**src/rtl/sram_arb_pkg.sv**
```systemverilog
// ---------------------------------------------------------------------------
// sram_arb_pkg
// Shared definitions for the two-requester SRAM arbiter:
//   - state_t : FSM state encoding (IDLE, SETUP, ACCESS, DONE), also exported
//               on the top-level debug port.
//   - DEF_ADDR_W / DEF_DATA_W / DEF_ACCESS_CYCLES : default parameter values.
// Optional feature macro used by the files that import this package:
//   SRAM_ARB_RR_EN -> round-robin arbitration instead of fixed priority.
// ---------------------------------------------------------------------------
package sram_arb_pkg;

  localparam int DEF_ADDR_W        = 11;
  localparam int DEF_DATA_W        = 8;
  localparam int DEF_ACCESS_CYCLES = 2;

  typedef enum logic [1:0] {
    IDLE   = 2'd0,
    SETUP  = 2'd1,
    ACCESS = 2'd2,
    DONE   = 2'd3
  } state_t;

endpackage : sram_arb_pkg

```
**src/rtl/sram_arbiter_if.sv**
```systemverilog
// ---------------------------------------------------------------------------
// sram_arbiter_if
// Requester-side bus of the SRAM arbiter. Two requesters share it; requester
// i owns bit i of every 2-bit vector and slice i of the packed address/data.
//
// Handshake: a requester raises reqValid[i] together with reqWrite[i],
// reqAddr slice i and reqWrData slice i. The transfer is accepted in the
// cycle where reqValid[i] && reqReady[i] are both high at the rising clock
// edge; the request fields are captured at that edge. reqValid may be
// dropped at any time before acceptance without side effects. Completion is
// a single-cycle rspValid[i] pulse; for reads rdData is valid in that cycle
// and holds afterwards until the next read completes.
//
// Signals:
//   reqValid  [1:0]          requester -> arbiter
//   reqReady  [1:0]          arbiter   -> requester
//   reqWrite  [1:0]          requester -> arbiter (1=write, 0=read)
//   reqAddr   [2*ADDR_W-1:0] requester -> arbiter
//   reqWrData [2*DATA_W-1:0] requester -> arbiter
//   rspValid  [1:0]          arbiter   -> requester
//   rdData    [DATA_W-1:0]   arbiter   -> requester
// Modports: master = requester side, slave = arbiter side.
// ---------------------------------------------------------------------------
interface sram_arbiter_if #(
  parameter int ADDR_W = 11,
  parameter int DATA_W = 8
);

  logic [1:0]          reqValid;
  logic [1:0]          reqReady;
  logic [1:0]          reqWrite;
  logic [2*ADDR_W-1:0] reqAddr;
  logic [2*DATA_W-1:0] reqWrData;
  logic [1:0]          rspValid;
  logic [DATA_W-1:0]   rdData;

  modport master (
    output reqValid,
    output reqWrite,
    output reqAddr,
    output reqWrData,
    input  reqReady,
    input  rspValid,
    input  rdData
  );

  modport slave (
    input  reqValid,
    input  reqWrite,
    input  reqAddr,
    input  reqWrData,
    output reqReady,
    output rspValid,
    output rdData
  );

endinterface : sram_arbiter_if

```
**src/rtl/sram_arb_select.sv**
```systemverilog
// ---------------------------------------------------------------------------
// sram_arb_select
// Grant selection between the two requesters.
//   Default build    : fixed priority, requester 0 wins whenever it is valid.
//   SRAM_ARB_RR_EN   : round-robin; when both are valid the grant goes to the
//                      requester that did not win the previous handshake.
//                      lastGrant resets to 1 so requester 0 wins first.
// Ports:
//   clk, rst  (SRAM_ARB_RR_EN only) clock and synchronous active-high reset
//   i_hs      (SRAM_ARB_RR_EN only) handshake strobe, updates lastGrant
//   i_valid   per-requester request valid
//   o_grant   combinational grant ID (0 or 1)
// ---------------------------------------------------------------------------
module sram_arb_select (
`ifdef SRAM_ARB_RR_EN
  input  logic       clk,
  input  logic       rst,
  input  logic       i_hs,
`endif
  input  logic [1:0] i_valid,
  output logic       o_grant
);

`ifdef SRAM_ARB_RR_EN
  logic r_last_grant;

  always_ff @(posedge clk) begin
    if (rst) begin
      r_last_grant <= 1'b1;
    end else if (i_hs) begin
      r_last_grant <= o_grant;
    end
  end

  always_comb begin
    o_grant = 1'b0;
    if (i_valid == 2'b11) begin
      o_grant = ~r_last_grant;
    end else begin
      o_grant = (i_valid == 2'b10);
    end
  end
`else
  // Requester 1 only wins when requester 0 is not asking.
  assign o_grant = i_valid[1] & ~i_valid[0];
`endif

endmodule : sram_arb_select

```
**src/rtl/sram_arbiter.sv**
```systemverilog
// ---------------------------------------------------------------------------
// sram_arbiter
// Arbitrates two requesters onto one asynchronous SRAM port. Each accepted
// request runs IDLE -> SETUP (1 cycle) -> ACCESS (ACCESS_CYCLES cycles) ->
// DONE (1 cycle, rspValid pulse) -> IDLE. All SRAM pins are registered.
// Optional feature: define SRAM_ARB_RR_EN for round-robin arbitration;
// otherwise requester 0 has fixed priority.
// Parameters:
//   ACCESS_CYCLES  cycles enable is held low per access (1..15)
//   ADDR_W         SRAM address width
//   DATA_W         SRAM data width
// Ports:
//   clk          clock
//   rst          synchronous active-high reset (aborts any access in flight)
//   req_bus      requester bus (sram_arbiter_if.slave)
//   chipSelect   SRAM chip select, active-low
//   enable       SRAM output/write enable, active-low
//   readnWrite   1=read, 0=write
//   address      SRAM address
//   sramDataIn   write data to SRAM (0 during reads)
//   sramDataOut  read data from SRAM
//   o_dbg_state  current FSM state
// ---------------------------------------------------------------------------
module sram_arbiter
  import sram_arb_pkg::*;
#(
  parameter int ACCESS_CYCLES = DEF_ACCESS_CYCLES,
  parameter int ADDR_W        = DEF_ADDR_W,
  parameter int DATA_W        = DEF_DATA_W
) (
  input  logic                clk,
  input  logic                rst,
  sram_arbiter_if.slave       req_bus,
  output logic                chipSelect,
  output logic                enable,
  output logic                readnWrite,
  output logic [ADDR_W-1:0]   address,
  output logic [DATA_W-1:0]   sramDataIn,
  input  logic [DATA_W-1:0]   sramDataOut,
  output state_t              o_dbg_state
);

  // Counter value seen during the final ACCESS cycle.
  localparam logic [3:0] LAST_CNT = 4'(ACCESS_CYCLES - 1);

  state_t             r_state;
  logic [3:0]         r_cnt;
  logic               r_gnt_id;
  logic               r_cs;
  logic               r_en;
  logic               r_rnw;
  logic [ADDR_W-1:0]  r_addr;
  logic [DATA_W-1:0]  r_din;
  logic [DATA_W-1:0]  r_rd;
  logic [1:0]         r_rsp;

  logic               w_grant;
  logic [1:0]         w_ready;
  logic               w_hs;
  logic               w_sel_write;
  logic [ADDR_W-1:0]  w_sel_addr;
  logic [DATA_W-1:0]  w_sel_data;

  // ---------------------------------------------------------------------
  // Grant selection
  // ---------------------------------------------------------------------
  sram_arb_select u_select (
`ifdef SRAM_ARB_RR_EN
    .clk     (clk),
    .rst     (rst),
    .i_hs    (w_hs),
`endif
    .i_valid (req_bus.reqValid),
    .o_grant (w_grant)
  );

  // reqReady is combinational so a requester that drops reqValid before the
  // edge is never accepted; it is forced low during reset.
  always_comb begin
    w_ready = 2'b00;
    if (r_state == IDLE && !rst) begin
      if (w_grant) begin
        w_ready = {req_bus.reqValid[1], 1'b0};
      end else begin
        w_ready = {1'b0, req_bus.reqValid[0]};
      end
    end
  end

  assign w_hs = |w_ready;

  // Request fields of the granted requester.
  always_comb begin
    w_sel_write = req_bus.reqWrite[0];
    w_sel_addr  = req_bus.reqAddr[ADDR_W-1:0];
    w_sel_data  = req_bus.reqWrData[DATA_W-1:0];
    if (w_grant) begin
      w_sel_write = req_bus.reqWrite[1];
      w_sel_addr  = req_bus.reqAddr[2*ADDR_W-1:ADDR_W];
      w_sel_data  = req_bus.reqWrData[2*DATA_W-1:DATA_W];
    end
  end

  // ---------------------------------------------------------------------
  // Access FSM. Every SRAM pin is a register updated on the transition
  // into the state in which it must take its new value.
  // ---------------------------------------------------------------------
  always_ff @(posedge clk) begin
    if (rst) begin
      r_state  <= IDLE;
      r_cnt    <= 4'd0;
      r_gnt_id <= 1'b0;
      r_cs     <= 1'b1;
      r_en     <= 1'b1;
      r_rnw    <= 1'b1;
      r_addr   <= '0;
      r_din    <= '0;
      r_rd     <= '0;
      r_rsp    <= 2'b00;
    end else begin
      case (r_state)
        IDLE: begin
          r_rsp <= 2'b00;
          if (w_hs) begin
            r_state  <= SETUP;
            r_gnt_id <= w_grant;
            r_rnw    <= ~w_sel_write;
            r_addr   <= w_sel_addr;
            // Data bus is driven to zero for reads.
            r_din    <= w_sel_write ? w_sel_data : '0;
            r_cs     <= 1'b0;
            r_en     <= 1'b1;
          end
        end
        SETUP: begin
          r_state <= ACCESS;
          r_en    <= 1'b0;
          r_cnt   <= 4'd0;
        end
        ACCESS: begin
          if (r_cnt == LAST_CNT) begin
            r_state <= DONE;
            r_en    <= 1'b1;
            if (r_rnw) begin
              r_rd <= sramDataOut;
            end
            r_rsp <= r_gnt_id ? 2'b10 : 2'b01;
          end else begin
            r_cnt <= r_cnt + 4'd1;
          end
        end
        DONE: begin
          r_state <= IDLE;
          r_cs    <= 1'b1;
          r_rsp   <= 2'b00;
        end
        default: begin
          r_state <= IDLE;
        end
      endcase
    end
  end

  // ---------------------------------------------------------------------
  // Outputs
  // ---------------------------------------------------------------------
  assign req_bus.reqReady = w_ready;
  assign req_bus.rspValid = r_rsp;
  assign req_bus.rdData   = r_rd;

  assign chipSelect  = r_cs;
  assign enable      = r_en;
  assign readnWrite  = r_rnw;
  assign address     = r_addr;
  assign sramDataIn  = r_din;
  assign o_dbg_state = r_state;

endmodule : sram_arbiter

```
**src/flat_wrapper.sv**
```systemverilog
// flat-port wrapper written by rule: the top's interface ports become plain ports
module sram_arbiter_flat import sram_arb_pkg::*;
#(
  parameter int ACCESS_CYCLES = DEF_ACCESS_CYCLES,
  parameter int ADDR_W        = DEF_ADDR_W,
  parameter int DATA_W        = DEF_DATA_W
)
  (clk, rst, chipSelect, enable, readnWrite, address, sramDataIn, sramDataOut, o_dbg_state, req_bus_reqValid, req_bus_reqWrite, req_bus_reqAddr, req_bus_reqWrData, req_bus_reqReady, req_bus_rspValid, req_bus_rdData);
  sram_arbiter_if #(.ADDR_W(ADDR_W), .DATA_W(DATA_W)) req_bus_i ();
  input  logic clk;
  input  logic rst;
  output logic chipSelect;
  output logic enable;
  output logic readnWrite;
  output logic [ADDR_W-1:0] address;
  output logic [DATA_W-1:0] sramDataIn;
  input  logic [DATA_W-1:0] sramDataOut;
  output state_t o_dbg_state;
  input wire logic [$bits(req_bus_i.reqValid)-1:0] req_bus_reqValid;
  input wire logic [$bits(req_bus_i.reqWrite)-1:0] req_bus_reqWrite;
  input wire logic [$bits(req_bus_i.reqAddr)-1:0] req_bus_reqAddr;
  input wire logic [$bits(req_bus_i.reqWrData)-1:0] req_bus_reqWrData;
  output wire logic [$bits(req_bus_i.reqReady)-1:0] req_bus_reqReady;
  output wire logic [$bits(req_bus_i.rspValid)-1:0] req_bus_rspValid;
  output wire logic [$bits(req_bus_i.rdData)-1:0] req_bus_rdData;
  assign req_bus_i.reqValid = req_bus_reqValid;
  assign req_bus_i.reqWrite = req_bus_reqWrite;
  assign req_bus_i.reqAddr = req_bus_reqAddr;
  assign req_bus_i.reqWrData = req_bus_reqWrData;
  assign req_bus_reqReady = req_bus_i.reqReady;
  assign req_bus_rspValid = req_bus_i.rspValid;
  assign req_bus_rdData = req_bus_i.rdData;
  sram_arbiter #(.ACCESS_CYCLES(ACCESS_CYCLES), .ADDR_W(ADDR_W), .DATA_W(DATA_W)) u_core (.clk(clk), .rst(rst), .req_bus(req_bus_i), .chipSelect(chipSelect), .enable(enable), .readnWrite(readnWrite), .address(address), .sramDataIn(sramDataIn), .sramDataOut(sramDataOut), .o_dbg_state(o_dbg_state));
endmodule
```
**config.mk**
```make
export PLATFORM = sky130hd
export DESIGN_NAME = sram_arbiter_flat
export DESIGN_NICKNAME = d
export VERILOG_FILES = /design/src/rtl/sram_arb_pkg.sv /design/src/rtl/sram_arbiter_if.sv /design/src/rtl/sram_arb_select.sv /design/src/rtl/sram_arbiter.sv /design/src/flat_wrapper.sv
export SDC_FILE = /design/constraint.sdc
export NUM_CORES = 1
export LEC_CHECK = 0
export CORE_ASPECT_RATIO = 0.9
export CORE_MARGIN = 4
export CORE_UTILIZATION = 42
export CTS_BUF_LIST = sky130_fd_sc_hd__clkbuf_4
export CTS_CLUSTER_SIZE = 24
export DETAILED_ROUTE_END_ITERATION = 7
export PLACE_DENSITY = 0.92
export SLEW_MARGIN = 20
export SYNTH_ARGS = -nofsm -noshare
export SYNTH_HDL_FRONTEND = slang
export SYNTH_SLANG_ARGS = --single-unit
```
**constraint.sdc**
```tcl
create_clock -name clk -period 2 [get_ports clk]
set_input_delay 0.2 -clock clk [delete_from_list [all_inputs] [get_ports clk]]
set_output_delay 0.2 -clock clk [all_outputs]
set_load 0.005 [all_outputs]
```
==> flow_summary.ini <==
[status]
run_status = finished, final reports clean

[critical_path]
crit_path_max_fanout = 8
crit-reg2reg-capture = u_core.o_dbg_state[1]
required_ns = 1.80
rr_worst_depth = 6
reg2reg_from = u_core.r_cnt[0]
start_to_end_type_of_the_worst_setup_path = register to output pin
worstSetupStartpointType = register
r2r_setup_slack_ns = 0.27
cp.arrival_ns = 1.64
worstSetupEndpointType = output pin

[cells_and_area]
final_layout_size_suffix_gt1_share_pct = 8.33
filler_cell_count = 341
diodes = 0
nets = 346
area_growth_pct = 55.5
postLayoutCoreUtil_pct = 68.3

[worst_hold_path]
worstHoldPathCells = 3
min_delay_worst_endpoint = u_core.req_bus.rdData[2]
worstHoldPathType = primary input to register
hp-start = sramDataOut[2]

[clock_tree]
cts_tree = yes
worstSkewPairLatency_ns = 0.34
clkTransAtPathRegs_ns = 0.12
cts_num_sinks = 39
root_buffer = clkbuf_4
cts-root-to-sink-buffers = 2
tritoncts.num_buffers = 5
htreeDepth = 2

[sta]
final_period_minus_worst_setup_slack_ns = 1.84
worst_slew_margin_relative_to_its_limit_pct = 67.0
rsz0062_at_grt = false
max_freq_ghz = 0.543
hold_violations = 0
max_slew.worst_pin.slew_ns = 0.494
tns_ns = 0
final.setup_skew_ns = 0.00747
layout_worst_path_cycle_share_pct = 92.0
finalMaxSlewViolations = 0
timing.final.setup_violations = 0

[logic_synthesis]
ys_warn_count = 0
syn_area_per_cell_sq_um = 9.19
syn-instance-count = 196
synth.net_count = 255
ys_types = 31
synthesized_area_sq_um = 1800
ys_seq_elements = 39
yosysSeqAreaShare_pct = 43.3

[place]
dp_hpwl_mm = 3.51
routabilityCongestion = 0.760
port_buffers = 87

[grt]
number_of_antenna_violations_at_the_first_check_in_global_routing = 0
grt_overall_usage_pct = 16.7
grt_pass1_wl_mm = 7.27
number_of_global_route_vias_before_repair = 1638
largest_net_degree_at_the_start_of_global_routing = 30
globalRoute.totalOverflow = 0

[run]
max_cap_violations = 0

[power]
power.density_nw_per_um2 = 916
max-vdd-ir-drop_v = 0.000564
static-leakage-power_nw = 1.13

[drt]
routed_wire_length_per_instance_microns = 13.3
dr_total_vias = 1682
routed_via_density = 5.01
route.detailed.drc = 0
dr.first_iter.drc_count = 67
dr.pass1.iters = 4
wirelength_mm = 4.48
route.antenna.remaining_nets = 0

[floorplan]
ios = 88
floorplan.core_area_sq_um = 4100
die-height_microns = 70.1
die_area_sq_um = 5400
floorplan.rows = 22
initial_core_utilization_pct = 43.9
width_of_the_chip_microns = 77.0
==> critical path, stage by stage, from the launching register on <==
cell	delay, ns
dfxtp_2	0.36
inv_2	0.09
ha_4	0.19
nand2_1	0.07
nor2_1	0.09
clkdlybuf4s50_1	0.51
==> sequential cells by signal, summed over array words and instances (netlist names), 2 cells and up <==
register and cells:
u_core.r_cnt 4, u_core.req_bus.rspValid 2, u_core.address 11, u_core.sramDataIn 8, u_core.o_dbg_state 2, u_core.req_bus.rdData 8
==> power breakdown <==
| part | internal [W] | switching [W] |
|---|---|---|
| Sequential | 0.000912 | 0.0000861 |
| Clock | 0.000149 | 0.000250 |
| Combinational | 0.000649 | 0.000520 |
==> how the worst max path moves through the flow <==
stage,startpoint,end,slack (ns)
after floorplan,u_core.o_dbg_state[0],u_core.r_cnt[2],0.44
after global placement,req_bus_reqValid[0],u_core.enable,0.25
after detailed placement,req_bus_reqValid[0],u_core.address[6],0.14
after CTS,u_core.o_dbg_state[0],req_bus_reqReady[1],0.02
after global routing,u_core.o_dbg_state[1],req_bus_reqReady[1],0.01
final,u_core.o_dbg_state[1],req_bus_reqReady[0],0.16
==> per-layer routing <==
layer,vias to the layer above,GRT usage (%),share of wire [%]
met3,5,7.47,9.7
met1,756,18.2,41
met4,0,6.52,1.2
li1,862,-,-
met2,59,28.5,48
met5,-,0,0
==> cells in the mapped netlist, drive strengths merged <==
cell type / instances / area [sq um]
o22ai: 1 / 6.26
a2bb2oi: 1 / 8.76
nand2b: 4 / 25.0
nor4b: 1 / 8.76
a21bo: 1 / 10.0
nor3: 3 / 15.0
a31oi: 2 / 12.5
o2bb2ai: 1 / 8.76
nand4: 1 / 6.26
nor2: 34 / 135
buf: 6 / 45.0
a22oi: 1 / 7.51
ha: 7 / 87.6
clkbuf: 5 / 18.8
o21a: 1 / 7.51
a21oi: 6 / 30.0
nand2: 14 / 52.6
dfxtp: 39 / 781
o21bai: 1 / 7.51
and3: 2 / 12.5
mux2i: 29 / 290
a211oi: 13 / 97.6
o21ai: 11 / 55.1
inv: 6 / 22.5
nand4b: 1 / 8.76
nand3: 2 / 10.0
nor2b: 2 / 12.5
nor3b: 1 / 18.8
==> what timing repair did <==
item / 4_1_cts / 5_1_grt
endpoints found under the setup margin: 2 / 2
buffers inserted: 0 / 3
endpoints found under the hold margin: 0 / 0
gates resized for setup: 2 / 4
hold buffers: 0 / 0
pin swaps: 0 / 1
==> stage by stage <==
step	area, sq um	total power [W]	std cells	hold WS, ns	worst slack [ns]
4_1_cts	2780	0.00252	333	0.445	0.0196
5_1_grt	2800	0.00276	336	0.459	0.0117
3_3_place_gp	2710	0.00203	325	0.433	0.249
2_1_floorplan	1800	0.00160	196	0.297	0.442
3_5_place_dp	2710	0.00206	325	0.446	0.139
6_report	2800	0.00257	336	0.461	0.159
==> layout by cell type (no fill, tap or decap), drive strengths merged <==
| master | n |
|---|---|
| clkdlybuf4s50 | 87 |
| dfxtp | 39 |
| nor2 | 34 |
| mux2i | 29 |
| nand2 | 14 |
| a211oi | 13 |
| o21ai | 11 |
| buf | 8 |
| ha | 7 |
| a21oi | 6 |
| clkbuf | 6 |
| inv | 6 |
| nand2b | 4 |
| nor3 | 3 |
| nand3 | 2 |
| a31oi | 2 |
| and3 | 2 |
| nor2b | 2 |
| o21bai | 1 |
| nor3b | 1 |
| nand4b | 1 |
| nor4b | 1 |
| a21bo | 1 |
| o21a | 1 |
| o2bb2ai | 1 |
| a2bb2oi | 1 |
| nand4 | 1 |
| o22ai | 1 |
| a22oi | 1 |
| clkinv | 1 |
| clkinvlp | 1 |
==> final cells by class <==
type                            count  area [sq um]  share of cell area, %
Clock buffer                        6          45.0                   1.61
Clock inverter                      2          12.5                  0.447
Inverter                            6          22.5                  0.804
Multi-Input combinational cell    140           947                   33.8
Sequential cell                    39           783                   28.0
Tap cell                           48          60.1                   2.14
Timing Repair Buffer               95           931                   33.2
==> cells by family (layout without fill, tap and decap cells) <==
| kind of cell | Yosys count | in the layout | share of synthesized area, % |
|---|---|---|---|
| compound gates | 39 | 39 | 14.0 |
| fa+ha+maj | 7 | 7 | 4.86 |
| flops | 39 | 39 | 43.3 |
| simple gates | 65 | 65 | 16.9 |
| mux | 29 | 29 | 16.1 |
| buf+inv | 17 | 109 | 4.79 |
No activity file was read; power rests on OpenSTA's default activity.
==> edit 1, RTL diff (config.mk and constraints unchanged) <==
Build with the macro `SRAM_ARB_RR_EN` defined.
--- a/src/rtl/sram_arb_select.sv
+++ b/src/rtl/sram_arb_select.sv
@@ -13,2 +13,4 @@
 // ---------------------------------------------------------------------------
+`define SRAM_ARB_RR_EN
+
 module sram_arb_select (
Behaviour: not the same (a bounded check fails within 10 cycles, from zero or initial values and one cycle with rst high).
==> edit 1 against the original RTL <==
Sequential power increased by 5%. Core utilization decreased by 1.8 points. Non-clock buffer count increased by 3. Worst setup slack got worse by 0.068 ns. Wire length increased by 35%. Sequential cell count increased by 1. Area after synthesis increased by 9.7%. Synthesized cell count increased by 19%. Global-route usage increased by 3.8 points. Register-to-register slack got worse by 0.08 ns. Power increased by 13%. Via count increased by 27%. Final area increased by 6.6%. Critical path type unchanged. Critical endpoint is now req_bus_reqReady[1].
==> edit 1: results (changes against the original RTL) <==
[hold_path]
timing.hold.worst.start = sramDataOut[3]  ; was sramDataOut[2]

[grt]
pin_count_of_the_biggest_net_entering_global_routing = 40  ; was 30
globalRouteTotalUtil_pct = 20.56  ; was 16.73%
grt_util_met2_pct = 34.65  ; was 28.53%

[drt]
met2WireLength_microns = 2868  ; was 2171 microns
dr_wl_met3_microns = 435  ; was 436 microns
avgRoutedWirePerCell_microns = 15.92  ; was 13.33 microns
wl_met1_microns = 2734  ; was 1816 microns
drt_first_iter_violations = 110  ; was 67
drt-vias-per-instance = 5.593  ; was 5.006

[synthesis]
synth-compound-area-share_pct = 27.03  ; was 13.96%
post_synth_num_cell_types = 43  ; was 31
adder_cell_fraction_of_synth_area_pct = 4.430  ; was 4.861%
post_synth_mux_area_share_pct = 1.013  ; was 16.11%
post_synth_inst_count = 233  ; was 196
post_synth_most_frequent_cells = dfxtp_1, a21oi_1, nand2_1  ; was dfxtp_1, nor2_1, mux2i_1
syn-num-nets = 292  ; was 255

[layout]
multi_input_comb_area_sq_mm = 0.001054  ; was 947.2 sq um
nFlopsAndLatches = 40  ; was 39
layout.clock.cell_area_share_pct = 2.682  ; was 2.054%
layout.non_clock_buffers = 98  ; was 95
register_area_sq_um = 803.3  ; was 783.3 sq um
filler_cell_count = 389  ; was 341
drive_gt1_share_pct = 9.718  ; was 8.333%
non_clock_inverter_count = 5  ; was 6
nonClkBufAreaFrac_pct = 31.89  ; was 33.23%

[run_status]
outcome = finished, final reports clean  ; unchanged

[pwr]
vdd.ir_drop.worst_mv = 0.5411  ; was 0.5637 mV
power.share.combinational_pct = 44.9  ; was 45.6%
power.switching_fraction_pct = 34.37  ; was 33.35%
leakage_uw = 0.001078  ; was 0.001134 uW

[timing]
clock_skew_ns = 0.01097  ; was 0.007470 ns

[floorplanning]
die_footprint_sq_mm = 0.005870  ; was 0.005403 sq mm

[setup_path]
critical_path_at_ns = 1.71  ; was 1.64 ns
worstSetupStartpoint = u_core.o_dbg_state[0]  ; was u_core.o_dbg_state[1]
slowest_delay_ns = 0.35  ; was 0.51 ns
crit_fanout = 6  ; was 8
crit_slowest_cell = dfxtp_2  ; was clkdlybuf4s50_1

[placement]
place_congestion = 0.7662  ; was 0.7595
number_of_placed_instances_taps_included = 370  ; was 325
area_after_detailed_placement_sq_mm = 0.002879  ; was 0.002706 sq mm

-- edit 1: changes by cell type in the layout (fill, tap and decap cells not counted), moves of 4 or more --
cell	unedited run	this run
a21oi_1	6	33
a211oi_1	13	0
nor2_1	33	4
nand2_1	14	31
nand3_1	2	25
nand2b_1	4	0
a311oi_1	0	19
o21ai_0	11	15
mux2i_1	29	2
-- edit 1: timing repair --
action	4_1_cts	5_1_grt
buffers inserted	3	0
gates resized for setup	4	2
setup endpoints to repair	2	1
-- edit 1: per-stage QoR --
step	util, %	power (uW)
after floorplan	-	1750
after global placement	64.13	2263
after global routing	66.50	3084
after detailed placement	64.13	2305
after CTS	66.42	2886
final	66.50	2890
-- edit 1: worst paths after layout --
path	to	slack, ns	cells past startpoint
min reg2reg	u_core.req_bus.rdData[1]	0.49	2
max reg2reg	u_core.address[8]	0.19	7
max	req_bus_reqReady[1]	0.09	6
min	u_core.req_bus.rdData[3]	0.41	3
==> edit 2, RTL diff (same flow settings) <==
Without the edit above. Register the output `o_dbg_state` once more, without a reset; this adds one clock of latency there. The other outputs are not delayed to match.
--- a/src/rtl/sram_arbiter.sv
+++ b/src/rtl/sram_arbiter.sv
@@ -175,3 +175,5 @@
   assign sramDataIn  = r_din;
-  assign o_dbg_state = r_state;
+  always_ff @(posedge clk) begin
+    o_dbg_state <= r_state;
+  end
 
Function: changed (a bounded check fails within 4 cycles, from zero or initial values and one cycle with rst high).
==> edit 2 against the original RTL <==
Final area grew 2.1%. Core utilization grew 0.51 points. Via count grew 3.0%. Wire length grew 3.9%. Worst setup slack lost 0.054 ns. Power grew 2.0%. Area after synthesis grew 2.2%. Sequential cell count grew 2.
==> edit 2: results (changes against the original RTL) <==
[layout]
filler_cell_count = 366  ; was 341
register_area_sq_um = 823.3  ; was 783.3 sq um
non_clock_inverter_count = 5  ; was 6
finish.instance_area_sq_mm = 0.002860  ; was 0.002801 sq mm
layout.clock.cell_area_share_pct = 1.925  ; was 2.054%
layout.non_clock_buffers = 96  ; was 95

[setup_path]
crit-reg2reg-capture = u_core.req_bus.rdData[1]  ; was u_core.o_dbg_state[1]
timing.critical_path.to = req_bus_reqReady[1]  ; was req_bus_reqReady[0]
critical_path_at_ns = 1.69  ; was 1.64 ns

[pwr]
power.density_cell_area_mw_per_mm2 = 915.2  ; was 916.0 mW/mm^2
leakage_uw = 0.001153  ; was 0.001134 uW
pwr-share-seq_pct = 40.5  ; was 38.9%
vdd.ir_drop.worst_mv = 0.5947  ; was 0.5637 mV

[placement]
placement.setup.worst_slack_ns = 0.1849  ; was 0.1391 ns
number_of_placed_instances_taps_included = 340  ; was 325
area_after_detailed_placement_sq_mm = 0.002775  ; was 0.002706 sq mm
place_congestion = 0.7700  ; was 0.7595

[timing]
clock_skew_ns = 0.01267  ; was 0.007470 ns
worst_pin_slew_ns = 0.3207  ; was 0.4938 ns
fin_worst_hold_slack_ns = 0.4065  ; was 0.4608 ns

[synthesis]
post_synth_inst_count = 198  ; was 196
cells_taking_the_most_area_after_synthesis = dfxtp_1, mux2i_1, nor2_1  ; unchanged
syn-num-nets = 257  ; was 255
synth-seq-area-share_pct = 44.60  ; was 43.33%
post_synth_num_cell_types = 32  ; was 31
post_synth_most_frequent_cells = dfxtp_1, nor2_1, mux2i_1  ; unchanged

[drt]
route.final.wire_length_microns = 4654  ; was 4479 microns
drt-vias-per-instance = 4.951  ; was 5.006
drt_first_iter_violations = 51  ; was 67
vias = 1733  ; was 1682

[hold_path]
timing.hold.worst.start = u_core.r_state[1]  ; was sramDataOut[2]
worstHoldPathCells = 0  ; was 3

[run_status]
outcome = finished, final reports clean  ; unchanged

-- edit 2: changes by cell type after synthesis, moves of 2 or more --
| cell | change |
|---|---|
| buf_2 | +3 |
| dfxtp_1 | +2 |
| buf_1 | +2 |
| clkbuf_1 | -3 |
-- edit 2: cell families after synthesis --
kind of cell,Yosys count,share of synthesized area (%)
AO/OA/AOI/OAI,39,13.53
adder cells (fa/ha/maj),7,4.758
buffers and inverters,17,4.487
flip-flops,41,44.60
multiplexers,29,15.77
AND/OR/NAND/NOR,65,16.86
-- edit 2: critical path: stages, from the launching register on --
cell             delay (ns)
dfxtp_2                0.36
inv_2                  0.10
ha_4                   0.20
nand2b_4               0.06
nor2_1                 0.09
clkdlybuf4s50_1        0.53
-- edit 2: layer usage --
layer	vias up	share of wire [%]	track usage, %
li1	877	-	-
met1	791	41	19.64
met5	-	0	0
met2	58	49	30.13
met3	7	8.1	6.361
met4	0	1.7	7.708
